===== src/rtl/owr_pkg.sv =====
// Shared types, default 1-wire timings and constant helpers for the presence scanner.
package owr_pkg;

  typedef enum logic [2:0] {
    StIdle,
    StCheck,
    StRstLow,
    StWaitSmp,
    StSample,
    StRec,
    StNext
  } owr_state_e;

  localparam int unsigned OwrTRstUs = 480;
  localparam int unsigned OwrTSmpUs = 70;
  localparam int unsigned OwrTRecUs = 410;

  // Ceiling log2, never below 1 so it can size a vector directly.
  function automatic int unsigned owr_clog2(input int unsigned v);
    int unsigned r;
    r = 0;
    for (int unsigned i = 0; i < 32; i++) begin
      if ((64'd1 << i) < 64'(v)) r = i + 1;
    end
    return (r == 0) ? 1 : r;
  endfunction

  // A zero-length duration still takes one tick.
  function automatic int unsigned owr_ticks(input int unsigned us);
    return (us == 0) ? 1 : us;
  endfunction

endpackage


===== src/rtl/owr_us_tick.sv =====
// Free-running prescaler: one-cycle tick every CDR clocks (one per microsecond).
module owr_us_tick
  import owr_pkg::*;
#(
  parameter int unsigned CDR = 48
) (
  input  logic i_clk,
  input  logic i_rst_n,
  output logic o_tick
);

  localparam int unsigned CW = owr_clog2(CDR);

  logic [CW-1:0] cnt_q, cnt_d;

  always_comb begin
    o_tick = (cnt_q == CW'(CDR - 1));
    cnt_d  = o_tick ? '0 : cnt_q + CW'(1);
  end

  always_ff @(posedge i_clk or negedge i_rst_n) begin
    if (!i_rst_n) begin
      cnt_q <= '0;
    end else begin
      cnt_q <= cnt_d;
    end
  end

endmodule


===== src/rtl/owr_presence_scan.sv =====
// Round-robin 1-wire reset/presence scanner with per-channel result filtering
// and shorted-bus detection.
module owr_presence_scan
  import owr_pkg::*;
#(
  parameter int unsigned OWN       = 4,
  parameter int unsigned CDR       = 48,
  parameter int unsigned T_RST_US  = OwrTRstUs,
  parameter int unsigned T_SMP_US  = OwrTSmpUs,
  parameter int unsigned T_REC_US  = OwrTRecUs,
  parameter int unsigned T_IDLE_US = 20000,
  parameter int unsigned FILT      = 2
) (
  input  logic           i_clk,
  input  logic           i_rst_n,
  input  logic           i_en,
  input  logic           i_scan_now,
  input  logic [OWN-1:0] i_owr,
  output logic [OWN-1:0] o_owr_e,
  output logic [OWN-1:0] o_present,
  output logic [OWN-1:0] o_fault,
  output logic [OWN-1:0] o_change,
  output logic           o_scan_done,
  output logic           o_busy
);

  localparam int unsigned TRst  = owr_ticks(T_RST_US);
  localparam int unsigned TSmp  = owr_ticks(T_SMP_US);
  localparam int unsigned TRec  = owr_ticks(T_REC_US);
  localparam int unsigned TIdle = owr_ticks(T_IDLE_US);
  localparam int unsigned TMaxA = (TRst > TSmp) ? TRst : TSmp;
  localparam int unsigned TMaxB = (TRec > TIdle) ? TRec : TIdle;
  localparam int unsigned TMax  = (TMaxA > TMaxB) ? TMaxA : TMaxB;
  localparam int unsigned TW    = owr_clog2(TMax) + 1;
  localparam int unsigned CHW   = owr_clog2(OWN);
  localparam int unsigned FW    = owr_clog2(FILT + 1);

  owr_state_e state_q, state_d;
  logic [CHW-1:0] ch_q, ch_d;
  logic [TW-1:0] tmr_q, tmr_d;
  logic [TW-1:0] idle_q, idle_d;
  logic [OWN-1:0] present_q, present_d;
  logic [OWN-1:0] fault_q, fault_d;
  logic [OWN-1:0] mask_q, mask_d;
  logic [OWN-1:0] change_q, change_d;
  logic [OWN-1:0][FW-1:0] fcnt_q, fcnt_d;
  logic done_q, done_d;
  logic busy_q, busy_d;
  logic tick;
  logic tmr_last;
  logic result;

  owr_us_tick #(
    .CDR(CDR)
  ) u_tick (
    .i_clk  (i_clk),
    .i_rst_n(i_rst_n),
    .o_tick (tick)
  );

  assign tmr_last = (tmr_q == TW'(1));

  always_comb begin
    state_d   = state_q;
    ch_d      = ch_q;
    tmr_d     = tmr_q;
    idle_d    = idle_q;
    present_d = present_q;
    fault_d   = fault_q;
    mask_d    = mask_q;
    fcnt_d    = fcnt_q;
    busy_d    = busy_q;
    change_d  = '0;
    done_d    = 1'b0;
    result    = 1'b0;

    unique case (state_q)
      StIdle: begin
        if (i_scan_now || (i_en && idle_q == '0)) begin
          state_d = StCheck;
          ch_d    = '0;
          idle_d  = TW'(TIdle);
          busy_d  = 1'b1;
        end else if (i_en && tick && idle_q != '0) begin
          idle_d = idle_q - TW'(1);
        end
      end
      // A bus already low before we drive it is shorted or stuck.
      StCheck: begin
        if (tick) begin
          if (!i_owr[ch_q]) begin
            fault_d[ch_q] = 1'b1;
            state_d       = StNext;
          end else begin
            fault_d[ch_q] = 1'b0;
            state_d       = StRstLow;
            tmr_d         = TW'(TRst);
          end
        end
      end
      StRstLow: begin
        if (tick) begin
          if (tmr_last) begin
            state_d = StWaitSmp;
            tmr_d   = TW'(TSmp);
          end else begin
            tmr_d = tmr_q - TW'(1);
          end
        end
      end
      StWaitSmp: begin
        if (tick) begin
          if (tmr_last) begin
            state_d = StSample;
          end else begin
            tmr_d = tmr_q - TW'(1);
          end
        end
      end
      StSample: begin
        result  = ~i_owr[ch_q];
        state_d = StRec;
        tmr_d   = TW'(TRec);
        if (result == present_q[ch_q]) begin
          fcnt_d[ch_q] = '0;
        end else if (fcnt_q[ch_q] == FW'(FILT - 1)) begin
          present_d[ch_q] = result;
          fcnt_d[ch_q]    = '0;
          mask_d[ch_q]    = 1'b1;
        end else begin
          fcnt_d[ch_q] = fcnt_q[ch_q] + FW'(1);
        end
      end
      StRec: begin
        if (tick) begin
          if (tmr_last) begin
            state_d = StNext;
          end else begin
            tmr_d = tmr_q - TW'(1);
          end
        end
      end
      StNext: begin
        if (ch_q == CHW'(OWN - 1)) begin
          done_d   = 1'b1;
          change_d = mask_q;
          mask_d   = '0;
          busy_d   = 1'b0;
          state_d  = StIdle;
        end else begin
          ch_d    = ch_q + CHW'(1);
          state_d = StCheck;
        end
      end
      default: state_d = StIdle;
    endcase
  end

  // Decoded from state so the async reset releases the bus without a clock.
  always_comb begin
    o_owr_e = '0;
    if (state_q == StRstLow) o_owr_e[ch_q] = 1'b1;
  end

  always_ff @(posedge i_clk or negedge i_rst_n) begin
    if (!i_rst_n) begin
      state_q   <= StIdle;
      ch_q      <= '0;
      tmr_q     <= '0;
      idle_q    <= TW'(TIdle);
      present_q <= '0;
      fault_q   <= '0;
      mask_q    <= '0;
      change_q  <= '0;
      fcnt_q    <= '0;
      done_q    <= 1'b0;
      busy_q    <= 1'b0;
    end else begin
      state_q   <= state_d;
      ch_q      <= ch_d;
      tmr_q     <= tmr_d;
      idle_q    <= idle_d;
      present_q <= present_d;
      fault_q   <= fault_d;
      mask_q    <= mask_d;
      change_q  <= change_d;
      fcnt_q    <= fcnt_d;
      done_q    <= done_d;
      busy_q    <= busy_d;
    end
  end

  assign o_present   = present_q;
  assign o_fault     = fault_q;
  assign o_change    = change_q;
  assign o_scan_done = done_q;
  assign o_busy      = busy_q;

endmodule


===== config.mk =====
export PLATFORM = sky130hd
export DESIGN_NAME = owr_presence_scan
export DESIGN_NICKNAME = d
export VERILOG_FILES = /design/src/rtl/owr_pkg.sv /design/src/rtl/owr_us_tick.sv /design/src/rtl/owr_presence_scan.sv
export SDC_FILE = /design/constraint.sdc
export NUM_CORES = 1
export LEC_CHECK = 0
export CAP_MARGIN = 25
export CORE_ASPECT_RATIO = 2
export CORE_MARGIN = 3
export CORE_UTILIZATION = 55
export DETAILED_ROUTE_END_ITERATION = 12
export GPL_TIMING_DRIVEN = 0
export PLACE_DENSITY = 0.85
export SLEW_MARGIN = 20
export SYNTH_ARGS = -nofsm -noshare
export SYNTH_HDL_FRONTEND = slang
export SYNTH_SLANG_ARGS = --single-unit

===== constraint.sdc =====
create_clock -name i_clk -period 2.9 [get_ports i_clk]
set_input_delay 0.58 -clock i_clk [delete_from_list [all_inputs] [get_ports i_clk]]
set_output_delay 0.58 -clock i_clk [all_outputs]
set_load 0.02 [all_outputs]

==> impl_metrics.toml <==
[run_status]
status = "finished, final reports clean"

[worst_hold_path]
hp-class = "input pin to asynchronous set/reset pin"

[cts]
root_buffer = "clkbuf_16"
clockBufferDepth = 2
cts_made_buffers = 9
tritoncts = "built"
cts_sinks = 69
postCtsHoldBufs = 0
clock_latency_ns = 0.34
cts_htree_levels = 3
clkTransAtPathRegs_ns = 0.06

[timing]
hold_violations = 0
worstMarginPinSlew_ns = 0.8906
min_period_over_period_pct = 95.32
setup_viol = 0
fin_worst_skew_ns = 0.005814
fin_crit_ns = 2.764
slew_viol_final = 0
max_freq_ghz = 0.3618
rsz0062_at_grt = "false"
relSlewSlack_pct = 40.50

[power]
leakage_nw = 1.872
power_frac_comb_pct = 3.9
design_power_total_mw = 2.250
switchingPower_uw = 463.1
irDropWorstVdd_mv = 0.4488
switching_share_pct = 20.59
seqPwrFrac_pct = 43.7
power_density_nw_per_um2 = 497.9
power.internal_mw = 1.787
clock_power_share_pct = 52.3

[synthesis]
postSynthCellCount = 388
synth_edf_count = 0
ys.flop_type = "dfrtp_1"
synth_area_per_cell_um2 = 9.735
syn_area_um2 = 3777
ys_types = 63
ys_seq_elements = 69
syn_nets = 405
yosysSeqAreaShare_pct = 45.88
synth-async-reset-ratio_pct = 100.0
ys_warn_count = 0

[critical_path]
path_class = "register to output pin"
cp_top_family = "buffers and inverters"
crit_arrival_ns = 2.18
start_kind = "register"
path_buf_inv = 3
critical_path.cell_chain = "clkbuf_2 > buf_2 > nor2_4 > and2_1 > clkdlybuf4s50_1"
critPathRequiredTime_ns = 2.32
cp_slowest_cell = "clkdlybuf4s50_1"
max_stage_delay_ns = 0.60
crit_fanout = 10
cp-end-kind = "output pin"

[floorplanning]
core.rowCount = 42
fp.dieW_um = 64.60
die_h_um = 123.2
ios = 26
dieArea_um2 = 7959
core_area_um2 = 6621
initial_core_util_pct = 57.05

[grt]
grt_usage_pct = 23.67
gr-total-overflow = 0
first_global_vias = 3239
grt_max_degree = 55
grt_pass1_wl_um = 14500
antenna_found_initial = 0

[layout]
layout-drive-gt1-share_pct = 13.95
final_cell_mix = "64 x dfrtp_1, 35 x nor2_1, 31 x a21oi_1"
syn2layout_area_growth_pct = 19.61
fin_area_um2 = 4518
n_fill_cell = 537
final_common_cell = "dfrtp_1"
nNetsFinal = 442
diodes = 0

[place]
place_congestion = 0.8683
dp_hpwl_um = 6177
dpl_cell_area_um2 = 4163
port_buffers = 25

[route]
drt-total-wl_um = 8624
wire_per_inst_um = 16.65
vias_per_cell = 6.098
drc = 0
first_pass_iters = 5
dr_total_vias = 3159
ant_nets = 0
first_iter_violations = 154

[job]
drv_cap = 0
## final cells by class
type / instances / area (um2) / share of cell area, %
multi-input combinational: 286 / 1917 / 42.43
sequential: 69 / 1733 / 38.36
timing repair buffer: 26 / 275.3 / 6.092
clock buffer: 10 / 239.0 / 5.289
tap: 88 / 110.1 / 2.437
buffer: 18 / 101.3 / 2.243
clock inverter: 6 / 86.33 / 1.911
inverter: 15 / 56.30 / 1.246
## timing repair
action | 4_1_cts | 5_1_grt
setup endpoints to repair | 4 | 17
pin swaps | 0 | 0
resized for setup | 2 | 9
setup buffers | 0 | 0
## cells in the mapped netlist (9+ instances only)
library cell  instances  area, um2
dfrtp_1              64       1602
nor2_1               36      135.1
a21oi_1              31      155.2
nand2_1              29      108.9
o21ai_0              16      80.08
inv_1                15      56.30
clkbuf_1             13      48.80
nor3_1               13      65.06
a31oi_1              12      75.07
or4_1                12      90.09
and2_1               11      68.82
mux2_2               10      112.6
xnor2_1              10      87.58
ha_1                  9      112.6
## stage by stage
step / worst slack, ns / hold slack [ns] / setup TNS [ns] / util (%) / instances
CTS: 0.02544 / 0.1060 / 0 / 67.84 / 518
detailed placement: 0.04055 / 0.4640 / 0 / 62.87 / 502
global route: 0.02145 / 0.1119 / 0 / 68.24 / 518
global placement: -1.022 / 0.4711 / -66.34 / 62.49 / 501
finish: 0.1357 / 0.1049 / 0 / 68.24 / 518
floorplan: 0.5404 / 0.2844 / 0 / - / 388
## sequential cells by signal (all words and copies together), names as in the netlist, 3 cells and up, named ones only
signal        flops
fcnt_q            8
state_q           3
u_tick.cnt_q      6
o_change          4
o_present         4
mask_q            4
idle_q           16
tmr_q            16
## power by group through the flow
stage / Combinational (mW) / Clock (mW) / Sequential [mW]
2_1_floorplan: 0.0426 / 0 / 0.998
5_1_grt: 0.0981 / 1.24 / 0.984
6_report: 0.0880 / 1.18 / 0.984
4_1_cts: 0.0889 / 1.19 / 0.984
3_3_place_gp: 0.0800 / 0 / 1.00
3_5_place_dp: 0.0876 / 0 / 1.00
## worst paths after layout
check	startpoint	endpoint	slack [ns]	cells after the start
worst min register to register	mask_q[3]	o_change[3]	0.49	1
worst min-delay path	i_rst_n	u_tick.cnt_q[0]	0.10	1
worst max register to register	ch_q[0]	o_present[1]	0.29	8
min in group i_clk	mask_q[3]	o_change[3]	0.49	1
worst max-delay path	state_q[0]	o_owr_e[3]	0.14	5
max in group asynchronous	i_rst_n	idle_q[5]	2.23	2
## routing by layer
metal	share of wire (%)	global-route usage (%)	up-vias
li1	-	-	1486
met1	37	24.91	1544
met2	56	43.20	107
met3	3.6	5.182	22
met4	3.1	12.45	0
met5	0	0	-
## cell families (layout without fill, tap and decap cells)
kind of cell,count (synthesis),after routing,share of synthesized area (%)
xor+xnor,16,16,3.710
simple gates,149,149,21.03
flops,69,69,45.88
compound gates,96,96,16.43
fa+ha+maj,9,9,2.981
mux,16,16,5.896
buf+inv,33,75,4.074
No activity file was read; power rests on OpenSTA's default activity.
